<file path="src/rtl/pipeline_ctrl.sv">
// Stall/flush sequencer for the in-order RV32I pipeline: arbitrates load-use,
// slow RAM, jump/branch, trap entry and WFI sleep into per-stage enables and flushes.
module pipeline_ctrl #(
    parameter int unsigned MAX_BUS_WAIT = 15,
    parameter int unsigned FLUSH_CYCLES = 2
) (
    input  logic       clk,
    input  logic       rst_n,
    input  logic       load_use_hazard,
    input  logic       ram_access_ex,
    input  logic       ram_ready,
    input  logic       jump_ex,
    input  logic       trap_req,
    input  logic       wfi_ex,
    input  logic       irq_pending,
    output logic       stall_n_if,
    output logic       stall_n_if_id,
    output logic       stall_n_id_ex,
    output logic       flush_if_id,
    output logic       flush_id_ex,
    output logic       bus_timeout,
    output logic [1:0] state
);

    localparam logic [1:0] ST_RUN      = 2'd0;
    localparam logic [1:0] ST_MEM_WAIT = 2'd1;
    localparam logic [1:0] ST_WFI      = 2'd2;
    localparam logic [1:0] ST_TRAP     = 2'd3;

    localparam logic [7:0] WAIT_LIMIT  = 8'(MAX_BUS_WAIT);
    localparam logic [7:0] WAIT_SAT    = 8'hFF;
    localparam logic [2:0] TRAP_RELOAD = 3'(FLUSH_CYCLES - 1);
    // A single-cycle flush fits entirely in the RUN cycle that saw trap_req.
    localparam logic [1:0] TRAP_TARGET = (FLUSH_CYCLES == 1) ? ST_RUN : ST_TRAP;

    logic [1:0] state_q, state_d;
    logic [7:0] wait_cnt_q, wait_cnt_d;
    logic [2:0] trap_cnt_q, trap_cnt_d;
    logic       bus_timeout_q, bus_timeout_d;

    logic       en_if, en_if_id, en_id_ex;
    logic       fl_if_id, fl_id_ex;

    always_comb begin
        state_d       = state_q;
        wait_cnt_d    = wait_cnt_q;
        trap_cnt_d    = trap_cnt_q;
        bus_timeout_d = 1'b0;
        en_if         = 1'b1;
        en_if_id      = 1'b1;
        en_id_ex      = 1'b1;
        fl_if_id      = 1'b0;
        fl_id_ex      = 1'b0;

        case (state_q)
            ST_RUN: begin
                if (trap_req) begin
                    fl_if_id   = 1'b1;
                    fl_id_ex   = 1'b1;
                    trap_cnt_d = TRAP_RELOAD;
                    state_d    = TRAP_TARGET;
                end else if (ram_access_ex && !ram_ready) begin
                    en_if      = 1'b0;
                    en_if_id   = 1'b0;
                    en_id_ex   = 1'b0;
                    wait_cnt_d = 8'd1;
                    state_d    = ST_MEM_WAIT;
                end else if (wfi_ex && !irq_pending) begin
                    en_if    = 1'b0;
                    en_if_id = 1'b0;
                    en_id_ex = 1'b0;
                    state_d  = ST_WFI;
                end else if (jump_ex) begin
                    fl_if_id = 1'b1;
                    fl_id_ex = 1'b1;
                end else if (load_use_hazard) begin
                    en_if    = 1'b0;
                    en_if_id = 1'b0;
                    fl_id_ex = 1'b1;
                end
            end

            ST_MEM_WAIT: begin
                // trap_req is deliberately ignored here; its source keeps it asserted.
                if (ram_ready) begin
                    wait_cnt_d = 8'd0;
                    state_d    = ST_RUN;
                end else begin
                    en_if    = 1'b0;
                    en_if_id = 1'b0;
                    en_id_ex = 1'b0;
                    if (wait_cnt_q >= WAIT_LIMIT) begin
                        bus_timeout_d = 1'b1;
                        wait_cnt_d    = 8'd0;
                        trap_cnt_d    = TRAP_RELOAD;
                        state_d       = ST_TRAP;
                    end else if (wait_cnt_q != WAIT_SAT) begin
                        wait_cnt_d = wait_cnt_q + 8'd1;
                    end
                end
            end

            ST_WFI: begin
                en_if    = 1'b0;
                en_if_id = 1'b0;
                en_id_ex = 1'b0;
                if (irq_pending) begin
                    state_d = ST_RUN;
                end
            end

            ST_TRAP: begin
                fl_if_id = 1'b1;
                fl_id_ex = 1'b1;
                if (trap_req) begin
                    trap_cnt_d = TRAP_RELOAD;
                end else if (trap_cnt_q == 3'd0) begin
                    state_d = ST_RUN;
                end else begin
                    trap_cnt_d = trap_cnt_q - 3'd1;
                end
            end

            default: begin
                state_d = ST_RUN;
            end
        endcase
    end

    always_ff @(posedge clk or negedge rst_n) begin
        if (!rst_n) begin
            state_q       <= ST_RUN;
            wait_cnt_q    <= 8'd0;
            trap_cnt_q    <= 3'd0;
            bus_timeout_q <= 1'b0;
        end else begin
            state_q       <= state_d;
            wait_cnt_q    <= wait_cnt_d;
            trap_cnt_q    <= trap_cnt_d;
            bus_timeout_q <= bus_timeout_d;
        end
    end

    // While reset is held every stage is frozen and filled with bubbles.
    always_comb begin
        if (!rst_n) begin
            stall_n_if    = 1'b0;
            stall_n_if_id = 1'b0;
            stall_n_id_ex = 1'b0;
            flush_if_id   = 1'b1;
            flush_id_ex   = 1'b1;
        end else begin
            stall_n_if    = en_if;
            stall_n_if_id = en_if_id;
            stall_n_id_ex = en_id_ex;
            flush_if_id   = fl_if_id;
            flush_id_ex   = fl_id_ex;
        end
    end

    assign bus_timeout = bus_timeout_q;
    assign state       = state_q;

endmodule

</file>
<file path="config.mk">
export PLATFORM = sky130hd
export DESIGN_NAME = pipeline_ctrl
export DESIGN_NICKNAME = d
export VERILOG_FILES = /design/src/rtl/pipeline_ctrl.sv
export SDC_FILE = /design/constraint.sdc
export NUM_CORES = 1
export LEC_CHECK = 0
export ABC_AREA = 1
export BUFFER_PORTS_ARGS = -buffer_cell sky130_fd_sc_hd__buf_2
export CAP_MARGIN = 20
export CELL_PAD_IN_SITES_DETAIL_PLACEMENT = 1
export CELL_PAD_IN_SITES_GLOBAL_PLACEMENT = 1
export CORE_MARGIN = 8
export CORE_UTILIZATION = 25
export CTS_CLUSTER_DIAMETER = 120
export DETAILED_ROUTE_END_ITERATION = 10
export PLACE_DENSITY = 0.67
export SLEW_MARGIN = 20
export SYNTH_ARGS = -nofsm -noshare
export SYNTH_HDL_FRONTEND = slang
export SYNTH_SLANG_ARGS = --single-unit
</file>
<file path="constraint.sdc">
create_clock -name clk -period 1.6 [get_ports clk]
set_clock_uncertainty 0.1 [all_clocks]
set_input_delay 0.24 -clock clk [delete_from_list [all_inputs] [get_ports clk]]
set_output_delay 0.24 -clock clk [all_outputs]
set_load 0.005 [all_outputs]
</file>
-- After elaboration in Yosys (flattened, before gate mapping)
Cells that the tools add are included.
- register bits: 14
- bits of input ports: 9
- word-level logic and storage cells: 84
- add/sub/neg operators: 2
- order comparisons: 1
- equality and inequality tests: 16
- muxes and demuxes: 50
- reductions and logical operators: 11
- operators with widths (kind ; number):
    8-bit 2-to-1 mux ; 5
    1-bit 2-to-1 mux ; 25
    2-bit 2-to-1 mux ; 8
    2-bit != test, second input constant ; 8
    8-bit one-hot mux with 2 select lines ; 1
    3-bit 2-to-1 mux ; 5
    5-bit AND reduction ; 2
    3-bit one-hot mux with 3 select lines ; 1
    8-bit by 1-bit adder with 8-bit output, second input constant ; 1
    8-bit by 4-bit greater-or-equal comparator with 1-bit output, second input constant ; 1
    4-bit != test, second input constant ; 2
    8-bit != test, second input constant ; 1
    2-bit one-hot mux with 4 select lines ; 1
    3-bit != test, second input constant ; 2
    1-bit one-hot mux with 3 select lines ; 2
    2-bit equality test, second input constant ; 2
    1-bit one-hot mux with 2 select lines ; 2
    4-bit AND reduction ; 1
    3-bit zero test ; 1
    3-bit nonzero test ; 1
    3-bit by 1-bit subtractor with 3-bit output, second input constant ; 1
    2-bit by 1-bit equality test with 1-bit output, second input constant ; 1
    1-bit logical AND ; 2
    1-bit zero test ; 2
    2 further kinds ; 2

-- Longest topological paths before layout
Gate-level depths: netlist of run 1.
- depth in word-level cells: 7
- depth in mapped cells: 10

-- Least setup slack after synthesis of run 1
No wires, ideal clock.
- path kind: register to output
- from: reg state_q[0], in the netlist state[0]
- to: out stall_n_if_id
- data arrival time: 1338 ps
- path slack: -78 ps
- cell stages (with the launch flop): 9
- buffers on the path: 2
- path through: dfrtp_1 > inv_1 > ha_1 > buf_2 > nand3_1 > nand4_1 > nand2_1 > nor2_1 > buf_4
- cells in the longest elaborated chain, start to end: 3
- elaborated cells on any way between the ends: 5
- those cells by class: 2 x eq/ne; 2 x mux; 1 x reduce/logical
- ends and longest elaborated chain (element ; line ; text):
    start, declared ; 36 ; logic [1:0] state_q, state_d;
    start signal, assigned ; 137 ; state_q <= state_d;
    2-bit equality test, or another cell as far along ; - ;
    1-bit one-hot mux with 3 select lines * ; - ;
    1-bit 2-to-1 mux * ; - ;
    end, declared ; 17 ; output logic stall_n_if_id,
Mark *: on every way between the ends. The rest lies on a longest branch, timed or not.

-- Final worst setup path of run 1
- from: reg state_q[0], in the netlist state[0]
- to: out stall_n_if
- cells in the longest elaborated chain, start to end: 3
- elaborated cells on any way between the ends: 5
- those cells by class: 2 x eq/ne; 2 x mux; 1 x reduce/logical
- ends and longest elaborated chain (element ; line ; text):
    2-bit equality test, or another cell as far along ; 55 ; case (state_q)
    1-bit one-hot mux with 3 select lines * ; 55 ;
    1-bit 2-to-1 mux * ; 146 ; if (!rst_n) begin
    end, declared ; 16 ; output logic stall_n_if,
Marks and branches as above.

==> results of run 1 <==
-- critical path: cells and delay by family, from the launching register on --
family        cells  cell delay, ns
flops             1            0.46
fa+ha+maj         1            0.15
buf+inv           2            0.22
simple gates      4            0.36
-- sequential cells by signal (all words and copies together), names as in the netlist --
| register | flops |
|---|---|
| state | 2 |
| trap_cnt_q | 3 |
| bus_timeout | 1 |
| wait_cnt_q | 8 |
-- metal layers --
layer  vias to the layer above  GRT usage, %  routed length (um)
li1                        521             -                   -
met1                       501         10.29                1290
met2                         7         18.12                1731
met3                         5         1.451                  46
met4                         0         3.636                  38
met5                         -             0                   0
-- cells in the final DEF, fill, tap and decap left out, types with 4 or more instances in the layout --
cell type	netlist	layout
nand2_1	48	40
inv_1	22	18
buf_2	1	16
dfrtp_1	14	13
nand3_1	13	10
nor2_1	14	9
inv_2	5	8
nor2_2	4	8
nand2_2	2	7
buf_4	1	7
clkbuf_8	0	4
buf_6	0	4
-- cell type report --
| type | instances | area, um2 |
|---|---|---|
| Inverter | 27 | 103.9 |
| Multi-Input combinational cell | 106 | 730.7 |
| Sequential cell | 14 | 351.6 |
| Timing Repair Buffer | 28 | 187.7 |
| Clock buffer | 4 | 55.05 |
| Tap cell | 50 | 62.56 |
| Fill cell | 498 | 2509 |
-- stage by stage --
step                      hold WS (ns)  TNS, ns  cell area [um2]  instances  power [mW]
final                           0.3404  -0.8325             1491        229       2.497
after global routing            0.3600   -1.744             1491        229       2.702
after CTS                       0.3120  -0.8349             1399        229       2.305
after detailed placement      -0.01634  -0.3278             1232        220       1.722
after global placement        -0.01790        0             1232        220       1.659
after floorplan                -0.1556        0             1056        149       1.348
-- final timing paths --
path	to	slack, ns
min reg2reg	trap_cnt_q[1]$_DFFE_PN0P_	0.38
max	stall_n_if	-0.19
max in group asynchronous	state[0]$_DFFE_PN0P_	0.62
min in group clk	bus_timeout$_DFF_PN0_	0.37
max reg2reg	wait_cnt_q[2]$_DFFE_PN0P_	0
min	trap_cnt_q[2]$_DFFE_PN0P_	0.34
-- kinds of logic after synthesis --
logic type | count (synthesis) | share of synthesized area [%]
simple gates | 93 | 41.67
fa+ha+maj | 9 | 10.78
flops | 14 | 33.53
buf+inv | 29 | 10.90
compound gates | 4 | 3.115
-- power groups by stage --
stage | Combinational [mW] | Sequential [mW] | Clock, mW
2_1_floorplan | 0.824 | 0.524 | 0
3_3_place_gp | 1.14 | 0.520 | 0
3_5_place_dp | 1.19 | 0.528 | 0
4_1_cts | 1.41 | 0.533 | 0.363
5_1_grt | 1.77 | 0.546 | 0.385
6_report | 1.60 | 0.535 | 0.364
-- timing repair --
action	in CTS	in global routing
gates resized for setup	19	23
endpoints found under the setup margin	12	17
pin swaps	7	7
hold buffers	1	0
hold endpoints to repair	14	0
setup buffers	4	0
==> flow_metrics.env, run 1 <==
export IMPL_cts_made_buffers=3
export IMPL_cts_tree="done"
export IMPL_first_iter_violations=20
export IMPL_fp_row_count=23
export IMPL_worstPathMaxFanout=5
export IMPL_hold_viol=0
export IMPL_startpoint="state[0]$_DFFE_PN0P_"
export IMPL_power_density_nw_per_um2=1674
export IMPL_die_w_um=80.65
export IMPL_p_int_mw=1.372
export IMPL_num_antenna_cells=0
export IMPL_dp_hpwl_um=2298
export IMPL_wire_per_inst_um=13.56
export IMPL_layout_nets=198
export IMPL_grt_overflow=0
export IMPL_fin_crit_ns=1.790
export IMPL_fmax_mhz=558.7
export IMPL_first_pass_iters=4
export IMPL_coreArea_um2=4000
export IMPL_netlist_cell_type_count=22
export IMPL_p_sw_share_pct=45.06
export IMPL_fin_ws_ns=-0.1898
export IMPL_p_switching_mw=1.125
export IMPL_finalSetupViolCount=6
export IMPL_timing_rr_start="state[0]$_DFFE_PN0P_"
export IMPL_syn_inst=149
export IMPL_worst_ep_arrival_time_ns=1.45
export IMPL_initial_utilization_pct=26.12
export IMPL_globalplace_congestion=0.8673
export IMPL_cp_slowest_cell="dfrtp_2"
export IMPL_fin_util_pct=37.29
export IMPL_slew_headroom_pct=81.87
export IMPL_die_y_um=80.65
export IMPL_synth_most_common_cell="nand2_1"
export IMPL_cts_root_buf="clkbuf_8"
export IMPL_grt_pass1_vias=1114
export IMPL_postRouteAntennaNets=0
export IMPL_ys_warn_count=0
export IMPL_fin_crit_sh_pct=111.9
export IMPL_synth_edf_count=0
export IMPL_drc=0
export IMPL_syn_avg_cell_area_um2=7.012
export IMPL_synth_seq_area_share_pct=33.53
export IMPL_ir_drop_uv=787.2
export IMPL_tightest_slew_ns=0.2710
export IMPL_failed_checks="setup timing"
export IMPL_slew_violations=0
export IMPL_syn2layout_area_growth_pct=42.75
export IMPL_start_kind="register"
export IMPL_io_buffers=16
export IMPL_combinationalPowerShare_pct=64.0
export IMPL_clockBufferDepth=2
export IMPL_yosys_most_used_dff="dfrtp_1"
export IMPL_power_leakage_nw=0.7724
export IMPL_pre_cts_slack_ns=-0.06220
export IMPL_cp_cell_sequence="inv_2 -> ha_4 -> nand3_2 -> nand4_1 -> nand2_2 -> nor2_2 -> buf_2"
export IMPL_synth_common_cells="nand2_1, inv_1, dfrtp_1, nor2_1, nand3_1"
export IMPL_rsz0062_at_grt="true"
export IMPL_wl_um=3106
export IMPL_grt_usage_pct=9.591
export IMPL_seqPwrFrac_pct=21.4
export IMPL_antenna_found_initial=0
export IMPL_syn_nets=167
export IMPL_num_vias=1034
export IMPL_dieArea_um2=6504
export IMPL_yosysTopAreaCell="dfrtp_1"
export IMPL_critPathKind="reg2out"
export IMPL_clkLatencyLatePin_ns=0.26
export IMPL_run_status="complete, but fails checks"
export IMPL_ys_seq_elements=14
export IMPL_grt_pass1_wl_um=4954
export IMPL_grt_max_degree=12
export IMPL_drive_gt1_share_pct=42.46
export IMPL_cp_slowest_stage_delay_ns=0.46
export IMPL_ys_async_sr_fraction_pct=100.0
export IMPL_cts_htree_levels=1
export IMPL_via_per_inst=4.515
export IMPL_cap_violations=0
export IMPL_yosysTopAreaCellShare_pct=33.53
export IMPL_pin_count=17
export IMPL_syn_cell_area_um2=1045
export IMPL_synth_area_leaders="dfrtp_1, nand2_1, ha_1"
export IMPL_clockPowerShare_pct=14.6
export IMPL_rr_worst_depth=9
export IMPL_worstPathRequired_ns=1.26
export IMPL_cts_clk_slew_worst_paths_ns=0.07
export IMPL_cts_sink_count=14
export IMPL_worstSetupEndpointType="output pin"
export IMPL_hold_class="in2async"
(Power assumes the default switching activity.)
==> run 2: changes to the inputs <==
--- a/config.mk
+++ b/config.mk
@@ -9,12 +9,13 @@
 export BUFFER_PORTS_ARGS = -buffer_cell sky130_fd_sc_hd__buf_2
 export CAP_MARGIN = 20
 export CELL_PAD_IN_SITES_DETAIL_PLACEMENT = 1
-export CELL_PAD_IN_SITES_GLOBAL_PLACEMENT = 1
+export CELL_PAD_IN_SITES_GLOBAL_PLACEMENT = 2
 export CORE_MARGIN = 8
 export CORE_UTILIZATION = 25
 export CTS_CLUSTER_DIAMETER = 120
 export DETAILED_ROUTE_END_ITERATION = 10
-export PLACE_DENSITY = 0.67
+export PLACE_DENSITY = 0.79
+export REMOVE_ABC_BUFFERS = 1
 export SLEW_MARGIN = 20
 export SYNTH_ARGS = -nofsm -noshare
 export SYNTH_HDL_FRONTEND = slang
==> run 2 against run 1 <==
  * The flow still finishes with violations (setup timing)
  * Non-clock buffer count increased by 1
  * Via count did not move
  * Global-route usage down 0.31 points
  * Clock power down 3%
  * Power decreased by 1.2%
  * Sequential cell count did not move
  * Utilization increased by 0.34 points
  * Final cell count up 0.44%
  * Routed wire length shrank 7.4%
  * Sequential power decreased by 0.7%
  * Clock-buffer cell count unchanged
  * Setup slack better by 0.046 ns
==> flow_metrics.env, run 2 (same netlist as run 1, synthesis figures left out) <==
export IMPL_initial_utilization_pct=26.12
export IMPL_grt_overflow=0
export IMPL_cts_tree="done"
export IMPL_wire_per_inst_um=12.50
export IMPL_finalSetupViolCount=5
export IMPL_combinationalPowerShare_pct=64.2
export IMPL_p_int_mw=1.360
export IMPL_layout_nets=199
export IMPL_syn2layout_area_growth_pct=44.07
export IMPL_die_y_um=80.65
export IMPL_antenna_found_initial=0
export IMPL_hold_class="in2reg"
export IMPL_power_leakage_nw=0.7698
export IMPL_whs_path_depth=4
export IMPL_cts_htree_levels=1
export IMPL_num_antenna_cells=0
export IMPL_first_pass_iters=4
export IMPL_dp_hpwl_um=2268
export IMPL_p_switching_mw=1.107
export IMPL_drive_gt1_share_pct=43.33
export IMPL_slew_violations=0
export IMPL_failed_checks="setup timing"
export IMPL_fp_row_count=23
export IMPL_drc=0
export IMPL_multi_input_area_um2=744.5
export IMPL_worstSetupEndpointType="output pin"
export IMPL_cts_clk_slew_worst_paths_ns=0.06
export IMPL_coreArea_um2=4000
export IMPL_globalplace_congestion=0.7265
export IMPL_io_buffers=16
export IMPL_seqPwrFrac_pct=21.5
export IMPL_start_kind="register"
export IMPL_num_vias=1034
export IMPL_first_iter_violations=15
export IMPL_fin_crit_sh_pct=109.0
export IMPL_ff2ff_setup_slack_ns=0.04
export IMPL_grt_pass1_vias=1095
export IMPL_grt_pass1_wl_um=4809
export IMPL_seq_area_um2=351.6
export IMPL_timing_rr_start="state[0]$_DFFE_PN0P_"
export IMPL_whs_ns=0.3050
export IMPL_cts_sink_count=14
export IMPL_run_status="complete, but fails checks"
export IMPL_slew_headroom_pct=82.37
export IMPL_rr_endpoint="wait_cnt_q[5]$_DFFE_PN0P_"
export IMPL_hold_end="bus_timeout$_DFF_PN0_"
export IMPL_fin_ws_ns=-0.1435
export IMPL_pin_count=17
export IMPL_critPathKind="reg2out"
export IMPL_largest_reg_flops=8
export IMPL_cts_root_buf="clkbuf_8"
export IMPL_dpl_cell_area_um2=1235
export IMPL_power_density_nw_per_um2=1639
export IMPL_clockPowerShare_pct=14.3
export IMPL_worstPathRequired_ns=1.26
export IMPL_final_cell_mix="nand2_1, inv_1, buf_2"
export IMPL_layout_commonest_cell="nand2_1"
export IMPL_dieArea_um2=6504
export IMPL_worstPathMaxFanout=4
export IMPL_ir_drop_uv=792.9
export IMPL_grt_usage_pct=9.279
export IMPL_clockBufferDepth=2
export IMPL_clkLatencyLatePin_ns=0.25
export IMPL_fill_cells=508
export IMPL_min_from="ram_ready"
export IMPL_wl_um=2876
export IMPL_worst_ep_arrival_time_ns=1.40
export IMPL_fmax_mhz=573.6
export IMPL_postRouteAntennaNets=0
export IMPL_via_per_inst=4.496
export IMPL_hold_viol=0
export IMPL_fin_crit_ns=1.743
export IMPL_rr_worst_depth=9
export IMPL_setup_tns_ns=-0.6255
export IMPL_largest_register="wait_cnt_q"
export IMPL_die_w_um=80.65
export IMPL_startpoint="state[0]$_DFFE_PN0P_"
export IMPL_rsz0062_at_grt="true"
export IMPL_tightest_slew_ns=0.2635
export IMPL_grt_max_degree=15
export IMPL_cap_violations=0
export IMPL_cts_made_buffers=3
export IMPL_p_sw_share_pct=44.87
export IMPL_stdcell_area_um2=1505
## run 2: changes by cell type in the layout (fill, tap and decap cells not counted), sizes merged
cell and change:
buf +1
## run 2: cell type report
type	count	area share [%]
multi-input cells	106	49.46
flip-flops and latches	14	23.36
repair buffers	29	12.47
inverters	27	6.899
well taps	50	4.156
clock buffers	4	3.658
## run 2: metrics by stage
| stage | total power, mW | utilization (%) | worst slack, ns | cells |
|---|---|---|---|---|
| after floorplan | 1.295 | - | 0.0007193 | 147 |
| after global placement | 1.666 | 30.87 | 0.05185 | 221 |
| after detailed placement | 1.732 | 30.87 | -0.04093 | 221 |
| after CTS | 2.238 | 34.16 | -0.1838 | 229 |
| after global routing | 2.699 | 37.63 | -0.2368 | 230 |
| final | 2.467 | 37.63 | -0.1435 | 230 |
## run 2: worst max-delay path, stage by stage, from the launching register on
cell,delay (ns)
dfrtp_2,0.45
inv_2,0.09
ha_4,0.14
nand3_2,0.08
nand4_1,0.09
nand2_1,0.08
nor2_2,0.10
buf_2,0.12
## run 2: power groups by stage
stage / Sequential [mW] / Combinational (mW) / Clock [mW]
2_1_floorplan: 0.521 / 0.774 / 0
4_1_cts: 0.516 / 1.36 / 0.364
3_5_place_dp: 0.520 / 1.21 / 0
5_1_grt: 0.541 / 1.79 / 0.367
6_report: 0.531 / 1.58 / 0.352
3_3_place_gp: 0.513 / 1.15 / 0
## run 2: worst max path at each step
stage | cells after the start | endpoint
after floorplan | 6 | stall_n_if
final | 7 | stall_n_if_id
after global routing | 7 | stall_n_if_id
after CTS | 7 | stall_n_if_id
after global placement | 7 | stall_n_if
after detailed placement | 7 | stall_n_if_id
## run 2: routing by layer
layer,GRT usage [%],routed length [um],vias to the layer above,part of all wire (%)
li1,-,-,523,-
met1,9.864,1200,499,42
met2,17.16,1555,8,54
met3,1.228,67,4,2.3
met4,4.909,53,0,1.8
met5,0,0,-,0
## run 2: what timing repair did
item,4_1_cts,5_1_grt
hold buffers,1,0
resized for setup,13,30
buffers inserted,3,2
hold endpoints to repair,14,0
pin swaps,4,17
setup endpoints to repair,9,18
==> run 3: changes to the inputs <==
--- a/config.mk
+++ b/config.mk
@@ -16,6 +16,7 @@
 export DETAILED_ROUTE_END_ITERATION = 10
 export PLACE_DENSITY = 0.79
 export REMOVE_ABC_BUFFERS = 1
+export SKIP_LAST_GASP = 1
 export SLEW_MARGIN = 20
 export SYNTH_ARGS = -nofsm -noshare
 export SYNTH_HDL_FRONTEND = slang
==> run 3 against run 2 <==
  * The flow still finishes with violations (setup timing)
  * Non-clock buffer count is the same
  * Global-route usage is the same
  * Combinational power is essentially flat
  * Final cell count is the same
  * Sequential power is essentially flat
  * Fmax is essentially flat
  * Via count is the same
  * Setup slack is essentially flat
  * Critical path depth is the same
  * Sequential share of layout area grew 0.24 points
  * Clock power is essentially flat
  * Largest cell class unchanged
==> flow_metrics.env, run 3 (same netlist as run 1, synthesis figures left out) <==
export IMPL_run_status="complete, but fails checks"
export IMPL_failed_checks="setup timing"
export IMPL_first_pass_iters=4
export IMPL_hold_class="in2reg"
export IMPL_min_from="ram_ready"
export IMPL_combinationalPowerShare_pct=63.8
export IMPL_critPathBufInv=3
export IMPL_p_switching_mw=1.095
export IMPL_power_leakage_nw=0.7684
export IMPL_cpLargestDelayFamily="flip-flops"
export IMPL_rsz0062_at_grt="true"
export IMPL_hold_viol=0
export IMPL_fp_row_count=23
export IMPL_layout_nets=199
export IMPL_worstPathRequired_ns=1.26
export IMPL_num_vias=1034
export IMPL_clockBufferDepth=2
export IMPL_pre_cts_slack_ns=-0.04093
export IMPL_stdcell_area_um2=1490
export IMPL_wl_um=2862
export IMPL_syn2layout_area_growth_pct=42.63
export IMPL_dpl_cell_area_um2=1235
export IMPL_grt_pass1_vias=1095
export IMPL_largest_register="wait_cnt_q"
export IMPL_tightest_slew_ns=0.2656
export IMPL_slew_violations=0
export IMPL_cp_slowest_cell="dfrtp_1"
export IMPL_fin_crit_ns=1.744
export IMPL_cp_cell_sequence="buf_4 -> ha_4 -> inv_2 -> nand2_1 -> nor3_2 -> nor2_2 -> buf_2"
export IMPL_initial_utilization_pct=26.12
export IMPL_fin_crit_sh_pct=109.0
export IMPL_clockPowerShare_pct=14.4
export IMPL_cts_root_buf="clkbuf_8"
export IMPL_pin_count=17
export IMPL_antenna_found_initial=0
export IMPL_worst_ep_arrival_time_ns=1.40
export IMPL_p_sw_share_pct=44.87
export IMPL_cts_tree="done"
export IMPL_setup_tns_ns=-0.6296
export IMPL_num_antenna_cells=0
export IMPL_drc=0
export IMPL_timing_rr_start="state[0]$_DFFE_PN0P_"
export IMPL_slew_headroom_pct=82.23
export IMPL_coreArea_um2=4000
export IMPL_io_buffers=16
export IMPL_grt_pass1_wl_um=4809
export IMPL_final_cell_mix="nand2_1, inv_1, buf_2"
export IMPL_total_power_mw=2.439
export IMPL_dieArea_um2=6504
export IMPL_cap_violations=0
export IMPL_fin_ws_ns=-0.1437
export IMPL_grt_max_degree=15
export IMPL_clkLatencyLatePin_ns=0.25
export IMPL_instances_no_fill=230
export IMPL_cts_clk_slew_worst_paths_ns=0.06
export IMPL_layout_commonest_cell="nand2_1"
export IMPL_seqPwrFrac_pct=21.8
export IMPL_whs_ns=0.3047
export IMPL_dp_hpwl_um=2268
export IMPL_die_y_um=80.65
export IMPL_fin_util_pct=37.25
export IMPL_fmax_mhz=573.5
export IMPL_ir_drop_uv=782.7
export IMPL_cp_slowest_stage_delay_ns=0.40
export IMPL_cts_sink_count=14
export IMPL_finalSetupViolCount=5
export IMPL_critPathKind="reg2out"
export IMPL_drive_gt1_share_pct=42.22
export IMPL_globalplace_congestion=0.7265
export IMPL_worstPathMaxFanout=6
export IMPL_cts_made_buffers=3
export IMPL_largest_reg_flops=8
export IMPL_placed_cells=221
export IMPL_postRouteAntennaNets=0
export IMPL_start_kind="register"
export IMPL_grt_usage_pct=9.279
export IMPL_worstSetupEndpointType="output pin"
export IMPL_startpoint="state[1]$_DFFE_PN0P_"
export IMPL_power_density_nw_per_um2=1637
export IMPL_cts_htree_levels=1
export IMPL_p_int_mw=1.345
export IMPL_die_w_um=80.65
export IMPL_first_iter_violations=19
export IMPL_via_per_inst=4.496
export IMPL_wire_per_inst_um=12.44
export IMPL_grt_overflow=0
-- run 3: changes by cell type in the layout (fill, tap and decap cells not counted) --
cell,before,now
ha_2,2,3
ha_4,6,5
nand2_1,41,43
nand2_2,7,5
-- run 3: layer usage --
metal	track usage, %	vias up	share of wire [%]
met5	0	-	0
met4	4.909	0	1.9
met3	1.228	4	2.3
met2	17.16	8	54
met1	9.864	499	41
li1	-	523	-
-- run 3: worst paths after layout --
check / slack (ns) / cells after the start / endpoint
setup / recovery: -0.14 / 7 / stall_n_if_id
hold / removal: 0.30 / 4 / bus_timeout$_DFF_PN0_
setup reg to reg: 0.04 / 9 / wait_cnt_q[5]$_DFFE_PN0P_
hold reg to reg: 0.38 / 2 / trap_cnt_q[1]$_DFFE_PN0P_
max in group asynchronous: 0.79 / 3 / state[0]$_DFFE_PN0P_
min in group asynchronous: 0.43 / 3 / wait_cnt_q[2]$_DFFE_PN0P_
-- run 3: power by group through the flow --
stage | registers (mW) | logic, mW | clock network, mW
2_1_floorplan | 0.521 | 0.774 | 0
3_3_place_gp | 0.513 | 1.15 | 0
3_5_place_dp | 0.520 | 1.21 | 0
4_1_cts | 0.516 | 1.36 | 0.364
5_1_grt | 0.541 | 1.76 | 0.367
6_report | 0.531 | 1.56 | 0.352
-- run 3: tightest hold or removal path: stages --
cell     delay [ns]
buf_2          0.14
inv_2          0.07
nand2_1        0.10
a31oi_1        0.06
-- run 3: final cells by class --
cell class,count,area [um2]
fillers,509,2510
multi-input cells,106,729.5
flip-flops and latches,14,351.6
repair buffers,29,187.7
clock buffers,4,55.05
well taps,50,62.56
inverters,27,103.9
-- run 3: what timing repair did --
item	CTS	global route
endpoints found under the setup margin	9	18
hold buffers	1	0
gates cloned	0	0
resized for setup	13	27
endpoints found under the hold margin	14	0
pin swaps	4	17
setup buffers	3	2
